==> config.mk <==
export PLATFORM = sky130hd
export DESIGN_NAME = tpfifo_sched_flat
export DESIGN_NICKNAME = d
export VERILOG_FILES = /design/src/rtl/tpfifo_sched_if.sv /design/src/rtl/tpfifo_sched.sv /design/src/flat_wrapper.sv
export SDC_FILE = /design/constraint.sdc
export NUM_CORES = 1
export LEC_CHECK = 0
export BUFFER_PORTS_ARGS = -buffer_cell sky130_fd_sc_hd__buf_2
export CAP_MARGIN = 10
export CORE_ASPECT_RATIO = 1.75
export CORE_MARGIN = 1
export CORE_UTILIZATION = 53
export CTS_CLUSTER_DIAMETER = 150
export CTS_CLUSTER_SIZE = 25
export DETAILED_ROUTE_END_ITERATION = 8
export PLACE_DENSITY = 0.9
export SYNTH_ARGS = -nofsm -noshare
export SYNTH_HDL_FRONTEND = slang
export SYNTH_SLANG_ARGS = --single-unit
==> constraint.sdc <==
create_clock -name clk -period 3.4 [get_ports clk]
set_clock_uncertainty 0.1 [all_clocks]
set_input_delay 0.68 -clock clk [delete_from_list [all_inputs] [get_ports clk]]
set_output_delay 0.68 -clock clk [all_outputs]
set_load 0.1 [all_outputs]
==> src/rtl/tpfifo_sched_if.sv <==
// Handshake/bus bundle between the matmul control and the transpose-FIFO sequencer.
// master = control side (drives start/stall/abort), slave = sequencer.
interface tpfifo_sched_if #(
  parameter int DEPTH = 8
);
  logic             start;
  logic             stall;
  logic             abort;
  logic [DEPTH-1:0] wren;
  logic [DEPTH-1:0] en;
  logic [DEPTH-1:0] valid;
  logic             busy;
  logic             done;
  logic [31:0]      stall_cycles;

  modport master (
    output start, stall, abort,
    input  wren, en, valid, busy, done, stall_cycles
  );

  modport slave (
    input  start, stall, abort,
    output wren, en, valid, busy, done, stall_cycles
  );
endinterface

==> src/rtl/tpfifo_sched.sv <==
// Transpose-FIFO bank sequencer: one-cycle parallel load, diagonally skewed shift enables, drain wait, done pulse.
// Optional stall counter built only when TPFIFO_SCHED_PERF_EN is defined.
module tpfifo_sched #(
  parameter int DEPTH     = 8,
  parameter int DRAIN_CYC = 16
) (
  input logic           clk,
  input logic           rst_n,
  tpfifo_sched_if.slave bus
);
  localparam int TW = $clog2(2 * DEPTH);
  localparam int DW = (DRAIN_CYC > 1) ? $clog2(DRAIN_CYC) : 1;
  localparam logic [TW-1:0] T_LAST = TW'(2 * DEPTH - 2);
  localparam logic [DW-1:0] D_LAST = DW'((DRAIN_CYC > 0) ? DRAIN_CYC - 1 : 0);

  typedef enum logic [2:0] {IDLE, LOAD, FEED, DRAIN, DONE} state_t;

  state_t           state;
  logic [TW-1:0]    t;
  logic [DW-1:0]    dcnt;
  logic [DEPTH-1:0] wren_q;
  logic [DEPTH-1:0] win_q;
  logic             busy_q;
  logic             done_q;

  // FIFO i is live on feed steps i .. i+DEPTH-1.
  function automatic logic [DEPTH-1:0] window(input logic [TW-1:0] step);
    logic [DEPTH-1:0] w;
    w = '0;
    for (int i = 0; i < DEPTH; i++)
      w[i] = (int'(step) >= i) && (int'(step) < i + DEPTH);
    return w;
  endfunction

  always_ff @(posedge clk or negedge rst_n) begin
    if (!rst_n) begin
      state  <= IDLE;
      t      <= '0;
      dcnt   <= '0;
      wren_q <= '0;
      win_q  <= '0;
      busy_q <= 1'b0;
      done_q <= 1'b0;
    end else begin
      wren_q <= '0;
      done_q <= 1'b0;
      if (state != IDLE && bus.abort) begin
        state  <= IDLE;
        win_q  <= '0;
        busy_q <= 1'b0;
      end else begin
        case (state)
          IDLE: begin
            if (bus.start) begin
              state  <= LOAD;
              wren_q <= '1;
              busy_q <= 1'b1;
            end
          end
          LOAD: begin
            state <= FEED;
            t     <= '0;
            win_q <= window('0);
          end
          FEED: begin
            if (!bus.stall) begin
              if (t == T_LAST) begin
                win_q <= '0;
                if (DRAIN_CYC == 0) begin
                  state  <= DONE;
                  done_q <= 1'b1;
                end else begin
                  state <= DRAIN;
                  dcnt  <= '0;
                end
              end else begin
                t     <= t + 1'b1;
                win_q <= window(t + 1'b1);
              end
            end
          end
          DRAIN: begin
            if (!bus.stall) begin
              if (dcnt == D_LAST) begin
                state  <= DONE;
                done_q <= 1'b1;
              end else begin
                dcnt <= dcnt + 1'b1;
              end
            end
          end
          DONE: begin
            state  <= IDLE;
            busy_q <= 1'b0;
          end
          default: state <= IDLE;
        endcase
      end
    end
  end

  // Shift enables drop in the very cycle stall is raised so the bank never advances on a frozen step.
  assign bus.wren  = wren_q;
  assign bus.en    = win_q & {DEPTH{~bus.stall}};
  assign bus.valid = win_q & {DEPTH{~bus.stall}};
  assign bus.busy  = busy_q;
  assign bus.done  = done_q;

`ifdef TPFIFO_SCHED_PERF_EN
  logic [31:0] stall_cnt;

  always_ff @(posedge clk or negedge rst_n) begin
    if (!rst_n) begin
      stall_cnt <= '0;
    end else if (state == IDLE && bus.start) begin
      stall_cnt <= '0;
    end else if (bus.stall && (state == FEED || state == DRAIN) && stall_cnt != '1) begin
      stall_cnt <= stall_cnt + 1'b1;
    end
  end

  assign bus.stall_cycles = stall_cnt;
`else
  assign bus.stall_cycles = '0;
`endif

endmodule

==> src/flat_wrapper.sv <==
// flat-port wrapper written by rule: the top's interface ports become plain ports
module tpfifo_sched_flat 
#(
  parameter int DEPTH     = 8,
  parameter int DRAIN_CYC = 16
)
  (clk, rst_n, bus_start, bus_stall, bus_abort, bus_wren, bus_en, bus_valid, bus_busy, bus_done, bus_stall_cycles);
  tpfifo_sched_if #(.DEPTH(DEPTH)) bus_i ();
  input logic clk;
  input logic rst_n;
  input wire logic [$bits(bus_i.start)-1:0] bus_start;
  input wire logic [$bits(bus_i.stall)-1:0] bus_stall;
  input wire logic [$bits(bus_i.abort)-1:0] bus_abort;
  output wire logic [$bits(bus_i.wren)-1:0] bus_wren;
  output wire logic [$bits(bus_i.en)-1:0] bus_en;
  output wire logic [$bits(bus_i.valid)-1:0] bus_valid;
  output wire logic [$bits(bus_i.busy)-1:0] bus_busy;
  output wire logic [$bits(bus_i.done)-1:0] bus_done;
  output wire logic [$bits(bus_i.stall_cycles)-1:0] bus_stall_cycles;
  assign bus_i.start = bus_start;
  assign bus_i.stall = bus_stall;
  assign bus_i.abort = bus_abort;
  assign bus_wren = bus_i.wren;
  assign bus_en = bus_i.en;
  assign bus_valid = bus_i.valid;
  assign bus_busy = bus_i.busy;
  assign bus_done = bus_i.done;
  assign bus_stall_cycles = bus_i.stall_cycles;
  tpfifo_sched #(.DEPTH(DEPTH), .DRAIN_CYC(DRAIN_CYC)) u_core (.clk(clk), .rst_n(rst_n), .bus(bus_i));
endmodule
==> flow_summary.ini, run 1 <==
[run_status]
outcome = finished clean

[hold_path]
hp-class = input port to asynchronous set/reset pin

[clock_tree]
cts_tree = yes
post_cts_buffers = 0
cts-root-buf = clkbuf_8
insertion_delay_ns = 0.27
cts.sinks = 22
cts_hold_buf = 0
cts_buffer_depth = 2
cts_buffers = 3
clkTransAtPathRegs_ns = 0.08
htreeDepth = 1
cts_resized = 0

[floorplan]
dieArea_mm2 = 0.00333
die_height_um = 75.6
start_util = 0.560
core_mm2 = 0.00293
num_io_pins = 63
dieWidth_um = 44.1
placementRows = 26

[yosys]
yosys_warnings = 0
synth_ff_type = dfrtp_1
yosysUniqueCellTypes = 41
synthCells = 182
synth-seq-cells = 22
synthArstFlopShare = 1.00
seq_area_frac_synth = 0.336
post_synth.cell_area_avg_um2 = 9.01
synth_edf_count = 0
netlist_area_mm2 = 0.00164

[timing]
period_minus_slack_ns = 2.26
rsz0062_at_grt = no
slew-limit-headroom = 0.570
setup_viol = 0
finalMaxSlewViolations = 0
hold_viol_final = 0
worst_pin_slew_ns = 0.641
timing.fmax_ghz = 0.442
min_period_over_period = 0.666
setup_ws_ns = 1.14

[setup_path]
regToRegSetupSlack_ns = 1.23
end_kind = output pin
critical_path_class = input port to output pin
r2r_start = u_core.t[1]
rr_worst_depth = 6
r2r-end = u_core.win_q[6]
worstPathRequired_ns = 2.62
crit_path_max_fanout = 14
arrival_ns = 1.48
start_kind = input port

[global_routing]
grt_first_pass_wirelength_um = 4620
first_global_vias = 1068
grt_max_degree = 23
antenna_found_initial = 0
track_usage = 0.186
grt_overflow = 0

[place]
place.gp.congestion = 0.820
portBuffers = 30
place_ws_ns = 1.11
dpl.hpwl_um = 2120
place_area_mm2 = 0.00156

[finish]
syn_to_final_growth_pct = -1.45
final_nets = 207
diodes = 0
final_util = 0.552
drive_above_1_share = 0.211
final_cell_area_mm2 = 0.00162
n_fill_cell = 286

[drt]
routed-via-count = 1190
drtPass1Iterations = 6
wl_per_cell_um = 12.9
ant_nets = 0
viasPerCell = 5.36
drc_errors = 0
drtIter0Drc = 29
wl_um = 2860

[pwr]
power_density_mw_per_mm2 = 958
ir_drop_mv = 0.913
static-leakage-power_nw = 0.850

[flow_run]
maxCapViolations = 0
==> Yosys cell counts, types with 2 or more instances <==
| cell | instances | share of area |
|---|---|---|
| buf_4 | 47 | 0.22 |
| dfrtp_1 | 22 | 0.34 |
| nor2b_1 | 11 | 0.042 |
| nor2_1 | 10 | 0.023 |
| a21oi_1 | 8 | 0.024 |
| inv_1 | 8 | 0.018 |
| nand2_1 | 8 | 0.018 |
| ha_1 | 7 | 0.053 |
| o21ai_0 | 7 | 0.021 |
| nand3_1 | 5 | 0.015 |
| a22o_1 | 4 | 0.021 |
| buf_2 | 4 | 0.012 |
| nor3_1 | 4 | 0.012 |
| a32o_1 | 3 | 0.018 |
| mux2_2 | 3 | 0.021 |
| a31oi_1 | 2 | 0.0076 |
| a41oi_1 | 2 | 0.011 |
| clkbuf_1 | 2 | 0.0046 |
| mux2i_1 | 2 | 0.012 |
| o21bai_1 | 2 | 0.0092 |
==> cell type report <==
cell class	instances	area [µm²]	share of cell area
inverters	8	30.0	0.0186
multi-input cells	130	796	0.492
well taps	28	35.0	0.0217
clock buffers	4	55.1	0.0341
repair buffers	30	150	0.0929
flip-flops and latches	22	551	0.341
==> metal layers <==
metal	wire [µm]	GRT usage	up-vias
li1	-	-	574
met1	1080	0.201	555
met2	1590	0.356	54
met3	127	0.0142	7
met4	65	0.0808	0
met5	0	0	-
==> worst max-delay path, cell delays in order <==
cell and delay (ns):
buf_2 0.19, nor2b_1 0.16, buf_2 0.44
==> cell usage in the layout, fill, tap and decap left out, types with 3 or more instances in the layout <==
cell      instances
nand2_1           8
mux2_2            3
dfrtp_1          22
clkbuf_8          4
o21ai_0           7
ha_1              7
nor2_1           10
inv_1             8
buf_2            30
nor2b_1          11
a22o_1            4
nor3_1            4
a21oi_1           8
nand3_1           5
a32o_1            3
conb_1           32
==> worst max path at each step <==
stage,startpoint,endpoint,slack (ns),cells past startpoint
after global placement,bus_stall,bus_en[0],1.12,3
final,bus_stall,bus_en[4],1.14,3
after detailed placement,bus_stall,bus_valid[4],1.11,3
after floorplan,bus_stall,bus_valid[1],-0.12,3
after CTS,bus_stall,bus_valid[4],1.11,3
after global routing,bus_stall,bus_en[4],1.05,3
==> cell families (layout without fill, tap and decap cells) <==
group           after synthesis  count (layout)  share of synthesized area
compound gates               39              39                      0.175
xor+xnor                      1               1                    0.00534
fa+ha+maj                     7               7                     0.0534
buf+inv                      61              42                      0.250
flops                        22              22                      0.336
mux                           5               5                     0.0328
other cells                   1              32                    0.00229
simple gates                 46              46                      0.146
==> report_power, final <==
group,total (W),switching [W],internal [W]
combinational,0.000921,0.000729,0.000191
sequential,0.000436,0.000109,0.000327
clock,0.000192,0.0000883,0.000103
total,0.00155,0.000927,0.000622
==> per-stage QoR <==
step | TNS (ns) | power [W] | cells | hold slack [ns]
6_report | 0 | 0.00155 | 222 | 0.261
5_1_grt | 0 | 0.00162 | 222 | 0.302
4_1_cts | 0 | 0.00155 | 222 | 0.281
3_5_place_dp | 0 | 0.00135 | 218 | 0.370
3_3_place_gp | 0 | 0.00134 | 218 | 0.367
2_1_floorplan | -0.946 | 0.00131 | 213 | 0.284
==> state kept, by name, summed over array words and instances, names as in the netlist <==
signal,flops
u_core.state,3
u_core.win_q,8
u_core.bus.wren,1
u_core.dcnt,4
u_core.t,4
u_core.bus.done,1
u_core.bus.busy,1
(Power assumes the default switching activity.)
==> run 2, diff against run 1 <==
Settings changed: CORE_UTILIZATION 53 to 49, PLACE_DENSITY 0.9 to 0.84.
Clock period 3.4 ns to 2.2 ns, I/O delays scaled along.
==> run 2 against run 1 <==
Net effect:
- routed wire length barely moved
- worst setup slack got worse by 0.97 ns
- worst hold slack got worse by 0.23 ns
- sequential power rose by 54%
- clock-buffer cell count fell by 1
- critical path depth rose by 6
- flip-flop and latch count did not move
- global-route usage fell by 1.4 points
- utilization fell by 3.0 points
- highest routed layer unchanged
==> flow_summary.ini, run 2 (synthesis results as in run 1) <==
[run_status]
outcome = finished clean

[clock_tree]
cts_hold_buf = 0
cts_buffer_depth = 2
cts_tree = yes
cts.sinks = 22
cts_resized = 0
cts-root-buf = clkbuf_8
cts_buffers = 3
htreeDepth = 1
clkTransAtPathRegs_ns = 0.08
post_cts_buffers = 0
insertion_delay_ns = 0.26

[timing]
setup_ws_ns = 0.162
period_minus_slack_ns = 2.04
worst_pin_slew_ns = 0.623
min_period_over_period = 0.926
hold_viol_final = 0
timing.fmax_ghz = 0.491
setup_viol = 0
slew-limit-headroom = 0.582
rsz0062_at_grt = no
finalMaxSlewViolations = 0

[place]
dpl.hpwl_um = 2200
place_area_mm2 = 0.00162
portBuffers = 30
place.gp.congestion = 0.883
place_ws_ns = 0.180
post-place-cells = 235

[floorplan]
start_util = 0.517
num_io_pins = 63
dieArea_mm2 = 0.00359
placementRows = 27
dieWidth_um = 45.7
die_height_um = 78.5
core_mm2 = 0.00318

[finish]
final_util = 0.522
syn_to_final_growth_pct = 0.992
largest_reg_flops = 8
final_common_cell = conb_1
n_fill_cell = 322
final_nets = 209
final_cells = 238
top_regs = u_core.win_q: 8 flops, u_core.dcnt: 4 flops, u_core.t: 4 flops
final_cell_area_mm2 = 0.00166
drive_above_1_share = 0.256
regMostFlops = u_core.win_q
diodes = 0
layout_common_cells = conb_1, buf_2, dfrtp_1

[global_routing]
grt_max_degree = 23
grt_overflow = 0
track_usage = 0.171
first_global_vias = 1071
antenna_found_initial = 0
grt_first_pass_wirelength_um = 4630

[drt]
routed-via-count = 1218
drtPass1Iterations = 4
wl_um = 2860
drc_errors = 0
viasPerCell = 5.12
wl_per_cell_um = 12.0
drtIter0Drc = 36
ant_nets = 0

[setup_path]
crit_path_max_fanout = 7
cp-startpoint = u_core.t[1]
worstPathRequired_ns = 2.26
r2r_start = u_core.t[1]
arrival_ns = 2.10
start_kind = flip-flop
critical_path_class = flip-flop to flip-flop
end_kind = flip-flop

[pwr]
static-leakage-power_nw = 0.853
power_density_mw_per_mm2 = 1420
ir_drop_mv = 1.20
totalPowerFinal_w = 0.00235

[flow_run]
maxCapViolations = 0

[hold_path]
hp-class = input port to asynchronous set/reset pin
-- run 2: cell count changes in the layout (fill, tap and decap cells not counted) --
cell	previous run	this run
nor2b_1	11	3
nor2b_2	0	8
buf_4	0	2
clkbuf_8	4	3
-- run 2: through the flow --
stage / TNS, ns / hold WS (ns)
3_5_place_dp: 0 / 0.339
2_1_floorplan: -2.61 / 0.0444
6_report: 0 / 0.0355
3_3_place_gp: 0 / 0.335
4_1_cts: 0 / 0.0503
5_1_grt: 0 / 0.0738
-- run 2: area by class of cell --
type | count | area (µm²) | area share
clock buffer | 3 | 41.3 | 0.0249
multi-input combinational | 130 | 816 | 0.492
sequential | 22 | 551 | 0.332
inverter | 8 | 30.0 | 0.0181
timing repair buffer | 32 | 165 | 0.0997
tap | 43 | 53.8 | 0.0325
-- run 2: final timing paths --
path / cells after the start / slack (ns) / endpoint
setup / recovery: 9 / 0.16 / u_core.win_q[6]
hold / removal: 1 / 0.04 / u_core.dcnt[0]
setup reg to reg: 9 / 0.16 / u_core.win_q[6]
hold reg to reg: 1 / 0.39 / u_core.win_q[2]
max in group asynchronous: 1 / 1.62 / u_core.win_q[4]
min in group clk: 2 / 0.36 / u_core.bus.wren[6]
-- run 2: worst max-delay path, cell delays in order (launching register included) --
cell	delay (ns)
dfrtp_1	0.46
ha_1	0.29
inv_1	0.08
nor2_1	0.13
nor2_1	0.07
inv_1	0.06
ha_1	0.19
inv_1	0.09
mux2_2	0.27
a22o_1	0.19
-- run 2: where the power goes --
group / leakage, nW / internal (W) / switching, W
logic: 0.537 / 0.000308 / 0.00112
registers: 0.295 / 0.000505 / 0.000168
clock network: 0.0216 / 0.000122 / 0.000131
total: 0.853 / 0.000936 / 0.00142
-- run 2: layer usage --
layer | track usage | vias up | wire length [µm]
met2 | 0.303 | 47 | 1590
met5 | 0 | - | 0
li1 | - | 582 | -
met1 | 0.194 | 582 | 1090
met4 | 0.0824 | 0 | 70
met3 | 0.0138 | 7 | 113
==> run 3, diff against run 2 <==
Settings changed: ABC_AREA set to 1, CORE_UTILIZATION 49 to 50.
==> run 3 against run 2 <==
Net effect:
- routed wire length is 3.0% lower
- fmax increased by 15%
- total power is 1.1% lower
- non-clock buffer count is the same
- clock-buffer cell count is the same
- highest routed layer unchanged
==> flow_summary.ini, run 3 <==
[floorplan]
dieArea_mm2 = 0.00377
die_height_um = 80.5
dieWidth_um = 46.9
placementRows = 28
start_util = 0.524
num_io_pins = 63
core_mm2 = 0.00336

[clock_tree]
cts_buffers = 3
post_cts_buffers = 0
cts_buffer_depth = 2
clkTransAtPathRegs_ns = 0.07
cts.sinks = 22
cts_hold_buf = 0
cts_resized = 0
htreeDepth = 1
cts-root-buf = clkbuf_8
cts_tree = yes
insertion_delay_ns = 0.26

[yosys]
synthCells = 232
synth_area_leaders = dfrtp_1, buf_4, nand2_1
netlist_area_mm2 = 0.00176
post_synth.cell_area_avg_um2 = 7.59
synth_commonest_cells = buf_4, nand2_1, inv_1, dfrtp_1, nor2_1
synth-seq-cells = 22
synth_ff_type = dfrtp_1
yosys.area.top_type = dfrtp_1
synth.most_common_cell = buf_4
synth_edf_count = 0
synthArstFlopShare = 1.00
yosys_warnings = 0
synth_top_area_frac = 0.313
seq_area_frac_synth = 0.313
yosysUniqueCellTypes = 25

[finish]
final_cells = 295
syn_to_final_growth_pct = 1.85
diodes = 0
final_nets = 264
regMostFlops = u_core.win_q
largest_reg_flops = 8
layout_common_cells = nand2_1, conb_1, buf_2
final_cell_area_mm2 = 0.00179
top_regs = u_core.win_q: 8 flops, u_core.dcnt: 4 flops, u_core.t: 4 flops
drive_above_1_share = 0.280
final_common_cell = nand2_1

[setup_path]
arrival_ns = 1.86
critical_path_class = flip-flop to flip-flop
end_kind = flip-flop
start_kind = flip-flop
crit_path_max_fanout = 6
worstPathRequired_ns = 2.29

[timing]
hold_viol_final = 0
finalMaxSlewViolations = 0
slew-limit-headroom = 0.661
timing.fmax_ghz = 0.565
setup_ws_ns = 0.431
setup_viol = 0
period_minus_slack_ns = 1.77
worst_pin_slew_ns = 0.509
rsz0062_at_grt = no
hold_slack_ns = 0.0440
min_period_over_period = 0.804

[place]
portBuffers = 30
dpl.hpwl_um = 2230
place.gp.congestion = 0.853
post-place-cells = 292
place_ws_ns = 0.422
place_area_mm2 = 0.00175

[global_routing]
grt_max_degree = 23
antenna_found_initial = 0
grt_overflow = 0
track_usage = 0.171
first_global_vias = 1186
grt_first_pass_wirelength_um = 4720

[pwr]
power_density_mw_per_mm2 = 1300
ir_drop_mv = 1.50
static-leakage-power_nw = 1.04

[drt]
drtPass1Iterations = 4
drc_errors = 0
wl_um = 2770
routed-via-count = 1335
drtIter0Drc = 31
viasPerCell = 4.53
wl_per_cell_um = 9.39
ant_nets = 0

[hold_path]
hp-class = input port to asynchronous set/reset pin

[run_status]
outcome = finished clean

[flow_run]
maxCapViolations = 0
==> run 3: changes by cell type after synthesis, sizes merged, moves of 5 or more <==
cell   before  now
nand2       8   53
inv         8   32
nor2       10   27
nand3       5   17
nor2b      11    0
o21ai       7   13
a21oi       9    4
==> run 3: worst paths after layout <==
kind                                       from                 end  slack (ns)  cells past startpoint
worst max-delay path                u_core.t[1]     u_core.win_q[1]        0.43                      8
worst min-delay path                      rst_n      u_core.dcnt[2]        0.04                      1
worst max register to register      u_core.t[1]     u_core.win_q[1]        0.43                      8
worst min register to register  u_core.win_q[3]     u_core.win_q[3]        0.38                      2
max in group asynchronous                 rst_n     u_core.win_q[6]        1.62                      1
min in group clk                      bus_start  u_core.bus.wren[6]        0.31                      3
==> run 3: worst max-delay path: stages, from the launching register on <==
cell	delay (ns)
dfrtp_1	0.43
ha_1	0.21
nor2_1	0.15
nor2_1	0.08
buf_4	0.15
ha_1	0.22
a21oi_1	0.20
nand3_2	0.10
o21ai_2	0.06
==> run 3: kinds of logic after synthesis <==
| logic type | after synthesis | share of synthesized area |
|---|---|---|
| and+or+nand+nor | 103 | 0.297 |
| buffers and inverters | 80 | 0.276 |
| DFF | 22 | 0.313 |
| AOI/OAI and AO/OA | 17 | 0.0526 |
| adders and majority gates | 7 | 0.0497 |
| xor gates and xnor gates | 2 | 0.00994 |
| other | 1 | 0.00213 |
==> run 3: power by group <==
part / switching (W) / internal [W]
Clock: 0.000122 / 0.000122
Sequential: 0.0000775 / 0.000479
Combinational: 0.00127 / 0.000253
==> run 3: final cells by class <==
cell class / count / area (µm²)
inverters: 32 / 120
well taps: 45 / 56.3
fillers: 339 / 1570
flip-flops and latches: 22 / 551
repair buffers: 32 / 165
clock buffers: 3 / 41.3
multi-input cells: 161 / 861
==> run 3: layer usage <==
| metal | track usage | routed length [µm] |
|---|---|---|
| met1 | 0.162 | 1070 |
| met2 | 0.332 | 1540 |
| met3 | 0.0225 | 91 |
| met4 | 0.0743 | 70 |
| met5 | 0 | 0 |
==> run 3: through the flow <==
stage / setup TNS [ns] / util / total power [W]
after detailed placement: 0 / 0.521 / 0.00210
after floorplan: -1.64 / - / 0.00202
final: 0 / 0.533 / 0.00233
after global placement: 0 / 0.521 / 0.00208
after global routing: 0 / 0.533 / 0.00248
after CTS: 0 / 0.533 / 0.00235
